### src/rtl/alu_serial_driver.sv
// alu_serial_driver
//
// Bit-serial sequencer that drives a single ALU1 bit slice for WIDTH cycles
// to build a WIDTH-bit result. It is a smaller-area alternative to a full
// parallel ALU16 and sits between the CPU datapath and one ALU1 instance.
//
// Operands are shifted into the slice LSB-first. The slice carry-in comes
// from a registered carry, and result bits are collected into a shift
// register. The driver itself resolves SLT (sign of A-B corrected by
// overflow), SRA/SLL (iterative one-bit shifts), and the CarryOut, Overflow
// and Zero flags.
//
// Ports
//   Clock           rising-edge clock
//   Reset           synchronous, active-high
//   start           request, only sampled while idle
//   A, B            operands; B[3:0] is the shift amount for SRA/SLL
//   Op              000 AND, 001 SLT, 010 OR, 011 XOR, 100 ADD/SUB,
//                   101 ADDI, 110 SRA, 111 SLL
//   Bnegate         invert B inside the slice (subtract when Op=100)
//   slice_result    Result bit returned by ALU1
//   slice_carryout  CarryOut bit returned by ALU1
//   slice_a/b/cin   operand bits and carry-in presented to ALU1
//   slice_bnegate   Bnegate presented to ALU1
//   slice_less      Less input of ALU1, tied low
//   slice_op        operation presented to ALU1
//   busy            high while an operation is in flight (incl. DONE)
//   done            one-cycle pulse when Result/flags become valid
//   Result          result, held until replaced by the next completion
//   CarryOut        final carry for arithmetic ops, else 0
//   Overflow        signed overflow for arithmetic ops, else 0
//   Zero            Result == 0 (registered with the result)

module alu_serial_driver #(
  parameter int WIDTH = 16
) (
  input  logic             Clock,
  input  logic             Reset,
  input  logic             start,
  input  logic [WIDTH-1:0] A,
  input  logic [WIDTH-1:0] B,
  input  logic [2:0]       Op,
  input  logic             Bnegate,
  input  logic             slice_result,
  input  logic             slice_carryout,
  output logic             slice_a,
  output logic             slice_b,
  output logic             slice_cin,
  output logic             slice_bnegate,
  output logic             slice_less,
  output logic [2:0]       slice_op,
  output logic             busy,
  output logic             done,
  output logic [WIDTH-1:0] Result,
  output logic             CarryOut,
  output logic             Overflow,
  output logic             Zero
);

  localparam int IDXW = (WIDTH > 1) ? $clog2(WIDTH) : 1;
  localparam logic [IDXW-1:0] LAST_IDX = IDXW'(WIDTH - 1);

  localparam logic [2:0] OP_SLT  = 3'b001;
  localparam logic [2:0] OP_ADD  = 3'b100;
  localparam logic [2:0] OP_ADDI = 3'b101;
  localparam logic [2:0] OP_SLL  = 3'b111;

  typedef enum logic [1:0] {
    IDLE  = 2'd0,
    RUN   = 2'd1,
    SHIFT = 2'd2,
    DONE  = 2'd3
  } state_t;

  state_t state, next_state;

  logic [WIDTH-1:0] a_sh;
  logic [WIDTH-1:0] b_sh;
  logic [WIDTH-1:0] res_sh;
  logic             carry;
  logic [IDXW-1:0]  idx;
  logic [IDXW-1:0]  cnt;
  logic [2:0]       op_r;
  logic [2:0]       slice_op_r;
  logic             bneg_r;

  logic [2:0]       map_op;
  logic             map_bneg;
  logic             is_shift_op;
  logic [WIDTH-1:0] final_res;
  logic             cin15;
  logic             final_ovf;
  logic             slt_less;

  // ADDI runs as a plain add in the slice. SLT runs as a forced subtract,
  // so its sign bit can be examined at the end.
  always_comb begin
    map_op   = Op;
    map_bneg = Bnegate;
    if (Op == OP_ADDI) begin
      map_op = OP_ADD;
    end else if (Op == OP_SLT) begin
      map_op   = OP_ADD;
      map_bneg = 1'b1;
    end
  end

  assign is_shift_op = (Op[2:1] == 2'b11);

  // During the last RUN cycle the slice outputs carry the MSB result and the
  // final carry. The current registered carry is the carry into the MSB.
  // Flags are formed from these values directly at the completing edge.
  assign final_res = {slice_result, res_sh[WIDTH-1:1]};
  assign cin15     = carry;
  assign final_ovf = cin15 ^ slice_carryout;
  assign slt_less  = slice_result ^ final_ovf;

  // State register
  always_ff @(posedge Clock) begin
    if (Reset) begin
      state <= IDLE;
    end else begin
      state <= next_state;
    end
  end

  // Next-state logic
  always_comb begin
    next_state = state;
    unique case (state)
      IDLE: begin
        if (start) begin
          next_state = is_shift_op ? SHIFT : RUN;
        end
      end
      RUN: begin
        if (idx == LAST_IDX) begin
          next_state = DONE;
        end
      end
      SHIFT: begin
        if (cnt == '0) begin
          next_state = DONE;
        end
      end
      DONE: begin
        next_state = IDLE;
      end
      default: next_state = IDLE;
    endcase
  end

  // Output decode. Slice inputs are held at zero outside RUN so the slice
  // does not toggle while unused.
  always_comb begin
    busy          = 1'b0;
    done          = 1'b0;
    slice_a       = 1'b0;
    slice_b       = 1'b0;
    slice_cin     = 1'b0;
    slice_bnegate = 1'b0;
    slice_op      = 3'b000;
    unique case (state)
      RUN: begin
        busy          = 1'b1;
        slice_a       = a_sh[0];
        slice_b       = b_sh[0];
        slice_cin     = carry;
        slice_bnegate = bneg_r;
        slice_op      = slice_op_r;
      end
      SHIFT: begin
        busy = 1'b1;
      end
      DONE: begin
        busy = 1'b1;
        done = 1'b1;
      end
      default: begin
        busy = 1'b0;
      end
    endcase
  end

  assign slice_less = 1'b0;

  // Datapath.
  // In SHIFT, a_sh doubles as the shift accumulator and cnt counts the
  // remaining one-bit steps.
  always_ff @(posedge Clock) begin
    if (Reset) begin
      a_sh       <= '0;
      b_sh       <= '0;
      res_sh     <= '0;
      carry      <= 1'b0;
      idx        <= '0;
      cnt        <= '0;
      op_r       <= 3'b000;
      slice_op_r <= 3'b000;
      bneg_r     <= 1'b0;
      Result     <= '0;
      CarryOut   <= 1'b0;
      Overflow   <= 1'b0;
      Zero       <= 1'b0;
    end else begin
      unique case (state)
        IDLE: begin
          if (start) begin
            a_sh       <= A;
            b_sh       <= B;
            res_sh     <= '0;
            op_r       <= Op;
            slice_op_r <= map_op;
            bneg_r     <= map_bneg;
            carry      <= map_bneg;
            idx        <= '0;
            cnt        <= B[IDXW-1:0];
          end
        end
        RUN: begin
          res_sh <= final_res;
          carry  <= slice_carryout;
          a_sh   <= a_sh >> 1;
          b_sh   <= b_sh >> 1;
          idx    <= idx + 1'b1;
          if (idx == LAST_IDX) begin
            unique case (op_r)
              OP_ADD, OP_ADDI: begin
                Result   <= final_res;
                CarryOut <= slice_carryout;
                Overflow <= final_ovf;
                Zero     <= (final_res == '0);
              end
              OP_SLT: begin
                Result   <= {{(WIDTH-1){1'b0}}, slt_less};
                CarryOut <= 1'b0;
                Overflow <= 1'b0;
                Zero     <= ~slt_less;
              end
              default: begin
                Result   <= final_res;
                CarryOut <= 1'b0;
                Overflow <= 1'b0;
                Zero     <= (final_res == '0);
              end
            endcase
          end
        end
        SHIFT: begin
          if (cnt == '0) begin
            Result   <= a_sh;
            CarryOut <= 1'b0;
            Overflow <= 1'b0;
            Zero     <= (a_sh == '0);
          end else begin
            if (op_r == OP_SLL) begin
              a_sh <= {a_sh[WIDTH-2:0], 1'b0};
            end else begin
              a_sh <= {a_sh[WIDTH-1], a_sh[WIDTH-1:1]};
            end
            cnt <= cnt - 1'b1;
          end
        end
        default: begin
          carry <= carry;
        end
      endcase
    end
  end

endmodule
### config.mk
export PLATFORM = sky130hd
export DESIGN_NAME = alu_serial_driver
export DESIGN_NICKNAME = d
export VERILOG_FILES = /design/src/rtl/alu_serial_driver.sv
export SDC_FILE = /design/constraint.sdc
export NUM_CORES = 1
export LEC_CHECK = 0
export BUFFER_PORTS_ARGS = -buffer_cell sky130_fd_sc_hd__buf_2
export CAP_MARGIN = 25
export CORE_MARGIN = 8
export CORE_UTILIZATION = 30
export CTS_CLUSTER_DIAMETER = 60
export CTS_CLUSTER_SIZE = 28
export DETAILED_ROUTE_END_ITERATION = 10
export PLACE_DENSITY = 0.45
export SLEW_MARGIN = 5
export SYNTH_ARGS = -nofsm -noshare
export SYNTH_HDL_FRONTEND = slang
export SYNTH_SLANG_ARGS = --single-unit
export TNS_END_PERCENT = 20
### constraint.sdc
create_clock -name Clock -period 2.1 [get_ports Clock]
set_input_delay 0.315 -clock Clock [delete_from_list [all_inputs] [get_ports Clock]]
set_output_delay 0.315 -clock Clock [all_outputs]
set_load 0.1 [all_outputs]
Word level (Yosys, flattened, before mapping)
Index checks and enable logic that the tools add are counted.
- bitwise operators: 3
- reduce and logical (&&, ||, !) cells: 17
- multiplexer cells: 46
- eq/ne operators: 16
- add/subtract/negate cells: 2
- operators with widths (cell ; count):
    16-bit 2-to-1 mux ; 8
    16-bit case mux with 2 select lines ; 3
    16-bit case mux with 3 select lines ; 1
    16-bit logical NOT ; 2
    1-bit 2-to-1 mux ; 17
    4-bit case mux with 2 select lines ; 2
    3-bit equality test (second input constant) ; 4
    4-bit 2-to-1 mux ; 3
    3-bit AND reduction ; 4
    2-bit != test (second input constant) ; 5
    3-bit 2-to-1 mux ; 3
    2-bit 2-to-1 mux ; 4
    1-bit case mux with 2 select lines ; 4
    2-bit case mux with 4 select lines ; 1
    2-bit equality test (second input constant) ; 3
    3-bit by 1-bit equality test with 1-bit output (second input constant) ; 2
    2-bit nonzero test ; 3
    4-bit by 1-bit adder with 4-bit output (second input constant) ; 1
    4-bit equality test (second input constant) ; 1
    4-bit logical NOT ; 1
    2-bit AND reduction ; 2
    4-bit AND reduction ; 1
    4-bit by 1-bit subtractor with 4-bit output (second input constant) ; 1
    3-bit nonzero test ; 1
    6 further kinds ; 7
- word-level logic and storage cells: 99
- flip-flop bits (word level): 85
- output and inout port bits: 29
- bits of input ports: 41

Depth between registers and ports, before layout
Gate-level depths: netlist (run 1).
- word-level depth: 6
- mapped depth: 8
- mapped depth without buffers: 6

Worst setup path before layout (run 1)
Ideal clock, no wire load.
- path type: reg2out
- start point: reg state[1]
- end point: out slice_a
- path buffers: 2
- stages on the path, launching flop included: 6
- data arrival time: 1877 ps
- slack: -92 ps
- required time: 1785 ps
- cells stage by stage: dfxtp_1 inv_1 ha_1 buf_2 clkbuf_1 and2_1
- word-level cells in the longest chain between the ends: 2
- ends and longest elaborated chain (item ; RTL line ; source):
    start, declared ; 75 ; state_t state, next_state;
    start signal, assigned ; 123 ; state <= next_state;
    2-bit by 1-bit equality test with 1-bit output ; 163 ; unique case (state)
    1-bit 2-to-1 mux ; 163 ;
    end, declared ; 46 ; output logic slice_a,
Every way passes these cells.

Final worst setup path (run 1)
- start point: reg state[1]
- end point: out slice_cin
- word-level cells in the longest chain between the ends: 2
- ends and longest elaborated chain (item ; RTL line ; source):
    2-bit by 1-bit equality test with 1-bit output ; 163 ;
    1-bit 2-to-1 mux ; 163 ;
    end, declared ; 48 ; output logic slice_cin,
Every way passes these cells.

==> impl_metrics.tcl, run 1 <==
set metrics [dict create \
    multiInputGateArea_sq_mm 0.00217 \
    area_growth_pct 23.9 \
    finClkSkew_ns 0.00784 \
    grt_use_total 0.137 \
    min_period_ns 2.00 \
    syn_area_per_cell_sq_um 8.91 \
    setup_viol 0 \
    gp_congestion 0.792 \
    slew_viol_final 0 \
    grt_max_degree 46 \
    antenna_left 0 \
    drc 0 \
    synthFlopType "dfxtp_1" \
    drt_iter0_drc 278 \
    vias_per_cell 5.29 \
    synth_compound_area_frac 0.255 \
    synth_fa_ha_area_frac 0.0216 \
    worst_pin_slew_ns 0.497 \
    post_cts_buffers 0 \
    grt_setup_unrepaired "true" \
    vias 3667 \
    muxShareOfSynthArea 0.0497 \
    die_y_um 132 \
    hold_slack_ns 0.244 \
    die_area_sq_mm 0.0175 \
    crit_path_start_kind "flip-flop" \
    reg2reg_depth 6 \
    fin_crit_sh 0.951 \
    grt-ovfl-total 0 \
    setup_tns_ns 0 \
    drive_gt1_frac 0.236 \
    worst-setup-path-type "reg -> out" \
    clockBufferDepth 2 \
    fin_nets 561 \
    hold_depth 3 \
    netlist_instances 455 \
    coreArea_sq_mm 0.0132 \
    synth_edf_count 0 \
    synth-xor-area-share 0.00802 \
    io_pins 70 \
    hold_buffers 0 \
    p_leak_nw 1.89 \
    maxCapViolCount 0 \
    tritoncts "yes" \
    place_hpwl_um 8210 \
    worst-path-max-fanout 9 \
    synth-simple-area-share 0.196 \
    synthesis.area_sq_mm 0.00406 \
    clock-sinks 84 \
    post_drt_wl_per_cell_um 16.8 \
    synth_top_family_by_area "compound AO/OA/AOI/OAI gates" \
    ys_ff_latch 84 \
    finalInstanceArea_sq_mm 0.00502 \
    register_area_sq_mm 0.00168 \
    n_fill_cell 1385 \
    initial_core_util 0.306 \
    required_ns 1.78 \
    row_count 42 \
    cts-root-buf "clkbuf_16" \
    drt_wl_total_um 11600 \
    synth_nets 503 \
    clk-insertion-delay-late_ns 0.34 \
    hold_class "in -> reg" \
    crit_arrival_ns 1.68 \
    power_density_mw_per_mm2 1500 \
    timing.fmax_mhz 500 \
    end_kind "output pin" \
    finalHoldViolations 0 \
    synth.distinct_cells 46 \
    die_w_um 132 \
    maxSlewHeadroom 0.659 \
    outcome "finished clean" \
    yosysSeqAreaShare 0.415 \
    async_flop_share 0 \
    placed_area_sq_mm 0.00472 \
    grt_pass1_wl_um 19500 \
    path_clk_slew_ns 0.06 \
    antenna_found_initial 0 \
    ys.warnings.count 0 \
    cts_made_buffers 9 \
    ir_worst_vdd_mv 0.538 \
    io_buffers 68 \
    htreeDepth 3 \
    power.total_mw 7.54 \
    drt_pass1_iterations 5 \
    grt_pass1_vias 3640 \
    num_antenna_cells 0 \
]
==> through the flow <==
| stage | worst slack [ns] | cells | utilization |
|---|---|---|---|
| 5_1_grt | -0.0139 | 693 | 0.379 |
| 4_1_cts | 0.0451 | 693 | 0.378 |
| 6_report | 0.102 | 693 | 0.379 |
| 2_1_floorplan | -0.0917 | 455 | - |
| 3_5_place_dp | 0.0809 | 678 | 0.356 |
| 3_3_place_gp | 0.177 | 678 | 0.356 |
==> cells by family (layout without fill, tap and decap cells) <==
family,Yosys count,count (layout)
DFF,84,84
xor gates and xnor gates,2,2
muxes,20,20
other,1,1
AOI/OAI and AO/OA,133,133
buffers and inverters,48,110
and+or+nand+nor,160,160
adders and majority gates,7,7
==> path summary, 6_finish.rpt <==
check                                           startpoint                          to  slack [ns]
worst min register to register  slice_op_r[1]$_SDFFE_PP0P_  slice_op_r[1]$_SDFFE_PP0P_        0.45
worst min-delay path                                 Op[0]        op_r[0]$_SDFFE_PP0P_        0.24
worst max-delay path                 state[1]$_SDFFE_PP0P_                   slice_cin        0.10
worst max register to register       state[0]$_SDFFE_PP0P_        a_sh[9]$_SDFFE_PP0P_        0.15
==> synthesized netlist by cell type, drive strengths merged, types with 2 or more instances <==
master / instances / area (sq um)
a221oi: 16 / 146
o21ai: 8 / 40.0
a211oi: 32 / 290
inv: 7 / 26.3
a21o: 2 / 15.0
nor2: 74 / 280
nand3b: 15 / 113
nor3b: 3 / 22.5
mux2i: 19 / 190
nor2b: 4 / 25.0
o41ai: 14 / 123
buf: 14 / 90.1
a21oi: 18 / 90.1
or3: 3 / 18.8
nand2: 14 / 52.6
nand2b: 8 / 50.1
clkbuf: 26 / 97.6
nand4: 7 / 43.8
nor3: 8 / 40.0
ha: 7 / 87.6
dfxtp: 84 / 1680
o31ai: 2 / 15.0
a22oi: 33 / 253
nor4: 6 / 37.5
nand3: 6 / 30.0
and2: 10 / 62.6
o211ai: 2 / 15.0
==> routing by layer <==
metal,global-route usage,vias to the layer above,part of all wire
met5,0,-,0
met4,0.0511,0,0.015
met3,0.0408,10,0.064
met2,0.208,103,0.45
met1,0.179,1742,0.47
li1,-,1812,-
==> what timing repair did <==
item                                   in CTS  in global routing
gates resized for setup                     1                  3
endpoints found under the hold margin       0                  0
setup endpoints to repair                   6                 21
==> layout by cell type, fill, tap and decap left out, types with 2 or more instances in the layout <==
master	count
nor2_1	72
buf_4	16
a21o_1	2
nand4_1	7
and2_1	8
buf_2	61
nand2b_1	8
o21ai_0	7
nor3_1	8
ha_1	5
and2_2	2
a22oi_1	32
a221oi_1	15
nand3_1	6
a211oi_2	10
buf_12	10
nand3b_1	15
nor2b_1	4
dfxtp_1	84
a211oi_1	22
inv_1	7
nor2_2	2
nor4_1	6
o41ai_1	13
a21oi_1	18
nand2_1	14
o31ai_1	2
clkinvlp_4	2
clkbuf_16	9
ha_2	2
or3_1	3
nor3b_1	3
o211ai_1	2
mux2i_1	19
==> power by group <==
group	total [mW]	internal [mW]	switching (mW)
clock network	1.60	0.946	0.650
logic	3.44	1.15	2.29
registers	2.50	2.07	0.434
total	7.54	4.17	3.37
==> critical path, cell delays in order, from the launching register on <==
cell,delay [ns]
dfxtp_1,0.35
inv_1,0.11
ha_2,0.32
buf_4,0.19
and2_1,0.18
buf_12,0.18
==> area by class of cell <==
cell class / instances / area share
Clock inverter: 4 / 0.00996
Multi-Input combinational cell: 323 / 0.433
Tap cell: 176 / 0.0438
Timing Repair Buffer: 87 / 0.125
Clock buffer: 11 / 0.0483
Sequential cell: 84 / 0.335
Inverter: 8 / 0.00598
==> flip-flops by register name (all words and copies together) (netlist names) <==
name	flops
Result	16
a_sh	16
b_sh	16
res_sh	15
cnt	4
idx	4
op_r	3
slice_op_r	3
state	2
CarryOut	1
Overflow	1
Zero	1
bneg_r	1
carry	1
No activity file was read; power rests on OpenSTA's default activity.
==> run 2: changes to the inputs <==
CORE_ASPECT_RATIO = 0.9   (was default)
REMOVE_ABC_BUFFERS = 1   (was default)
SLEW_MARGIN = 20   (was 5)
==> run 2 against run 1 <==
Combinational power rose by 2%. Sequential share of layout area decreased by 0.47 points. Critical path depth unchanged. Design area up 1.4%. Die area barely moved. Worst setup slack worse by 0.047 ns. First-iteration DRC count is 7.6% lower. Maximum frequency shrank 2.3%. Sequential cell count unchanged. Via count fell by 1.7%. Clock skew down 0.00085 ns. Critical path type unchanged. Critical endpoint is now slice_b.
==> impl_metrics.tcl, run 2 (synthesized netlist as in run 1, its figures left out) <==
set metrics [dict create \
    initial_core_util 0.306 \
    drive_gt1_frac 0.245 \
    antenna_left 0 \
    r2r_start "state[0]$_SDFFE_PP0P_" \
    grt-ovfl-total 0 \
    p_leak_nw 1.94 \
    drc 0 \
    cp-endpoint "slice_b" \
    outcome "finished clean" \
    hold_class "in -> reg" \
    final_common_cell "dfxtp_1" \
    cts-root-buf "clkbuf_16" \
    io_pins 70 \
    critPathTopFamily "buffers and inverters" \
    hold_buffers 0 \
    min_period_ns 2.04 \
    die_w_um 139 \
    row_count 40 \
    placed_area_sq_mm 0.00471 \
    area_growth_pct 25.6 \
    setup_viol 0 \
    timing.final.ws_setup_ns 0.0553 \
    drt_wl_total_um 11800 \
    fin_crit_sh 0.974 \
    path_clk_slew_ns 0.06 \
    post_drt_wl_per_cell_um 17.1 \
    crit_buf_inv 3 \
    maxSlewHeadroom 0.630 \
    reg2reg_depth 7 \
    vias_per_cell 5.25 \
    num_antenna_cells 0 \
    cts_made_buffers 9 \
    worst-path-max-fanout 17 \
    fin_nets 562 \
    crit_slowest_cell "dfxtp_1" \
    slew_viol_final 0 \
    n_fill_cell 1340 \
    worst-setup-path-type "reg -> out" \
    tritoncts "yes" \
    worst_pin_slew_ns 0.539 \
    ir_worst_vdd_mv 0.583 \
    antenna_found_initial 0 \
    coreArea_sq_mm 0.0133 \
    clk-insertion-delay-late_ns 0.35 \
    clock-sinks 84 \
    reg_top3 "Result: 16 flops, a_sh: 16 flops, b_sh: 16 flops" \
    hp-start "Op[0]" \
    path_cells "inv_1 -> ha_2 -> buf_6 -> and2_1 -> buf_12" \
    clockBufferDepth 2 \
    grt_max_degree 46 \
    required_ns 1.78 \
    crit_path_start_kind "flip-flop" \
    io_buffers 68 \
    cp.depth 5 \
    crit_arrival_ns 1.73 \
    power_density_mw_per_mm2 1530 \
    finalHoldViolations 0 \
    gp_congestion 0.752 \
    slowest_delay_ns 0.35 \
    end_kind "output pin" \
    finClkSkew_ns 0.00699 \
    timing.fmax_mhz 489 \
    maxCapViolCount 0 \
    finalInstanceArea_sq_mm 0.00509 \
    grt_pass1_wl_um 19100 \
    worstReg2RegEnd "a_sh[1]$_SDFFE_PP0P_" \
    critPathLaunch "state[1]$_SDFFE_PP0P_" \
    vias 3604 \
    drt_iter0_drc 257 \
    rrSetupSlack_ns 0.09 \
    grt_pass1_vias 3634 \
    grt_setup_unrepaired "true" \
    grt_use_total 0.133 \
    place_ws_ns 0.138 \
    die_y_um 126 \
    drt_pass1_iterations 4 \
    final_cell_mix "dfxtp_1 (84), nor2_1 (72), buf_2 (61)" \
    htreeDepth 3 \
    die_area_sq_mm 0.0175 \
    place_hpwl_um 8010 \
]
==> run 2: cell count changes in the layout (fill, tap and decap cells not counted) <==
cell / previous run / this run
bufinv_16: 1 / 2
clkinv_2: 1 / 2
clkinvlp_4: 2 / 0
and2_1: 8 / 9
clkbuf_1: 1 / 0
ha_1: 5 / 6
and2_2: 2 / 1
buf_6: 0 / 1
o41ai_1: 13 / 9
o41ai_2: 1 / 5
ha_2: 2 / 1
clkbuf_8: 1 / 3
==> run 2: repair_timing <==
item                                    4_1_cts  5_1_grt
gates resized for setup                       2        6
endpoints found under the setup margin        6       18
endpoints found under the hold margin         0        0
setup buffers                                 0        0
==> run 2: where the power goes <==
group | switching [mW] | internal [mW]
Combinational | 2.36 | 1.16
Clock | 0.640 | 1.13
Sequential | 0.421 | 2.07
Total | 3.42 | 4.37
==> run 2: how the worst min path moves through the flow <==
stage / end / slack, ns / cells past startpoint
after detailed placement: slice_op_r[0]$_SDFFE_PP0P_ / 0.44 / 2
after global routing: op_r[2]$_SDFFE_PP0P_ / 0.25 / 3
after CTS: op_r[0]$_SDFFE_PP0P_ / 0.23 / 3
final: op_r[0]$_SDFFE_PP0P_ / 0.24 / 3
after global placement: slice_op_r[0]$_SDFFE_PP0P_ / 0.45 / 2
after floorplan: Result[11]$_SDFFE_PP0P_ / 0.38 / 1
==> run 2: layout make-up <==
type,count,area [sq um],area share
sequential,84,1680,0.330
timing repair buffer,88,637,0.125
inverter,8,30.0,0.00589
multi-input combinational,323,2200,0.432
clock buffer,12,267,0.0523
tap,168,210,0.0413
clock inverter,4,70.1,0.0138
==> run 2: routing by layer <==
metal,vias up,share of wire,global-route usage
li1,1816,-,-
met1,1713,0.51,0.177
met3,11,0.035,0.0321
met4,0,0.016,0.0568
met2,64,0.44,0.200
met5,-,0,0
==> run 2: per-stage QoR <==
stage	setup TNS [ns]	hold WS [ns]	instances	total power [mW]	utilization
after global placement	0	0.445	671	5.93	0.355
after floorplan	-41.56	0.380	415	4.88	-
after global routing	-0.165	0.248	687	8.27	0.384
after CTS	0	0.230	687	7.81	0.381
final	0	0.241	687	7.79	0.384
after detailed placement	0	0.445	671	5.97	0.355
==> run 2: worst register-to-register path: cells and delay by family (launching register included) <==
family | cells | cell delay [ns]
flip-flops | 1 | 0.38
AO/OA/AOI/OAI | 3 | 0.70
adder cells (fa/ha/maj) | 1 | 0.30
buffers and inverters | 3 | 0.50
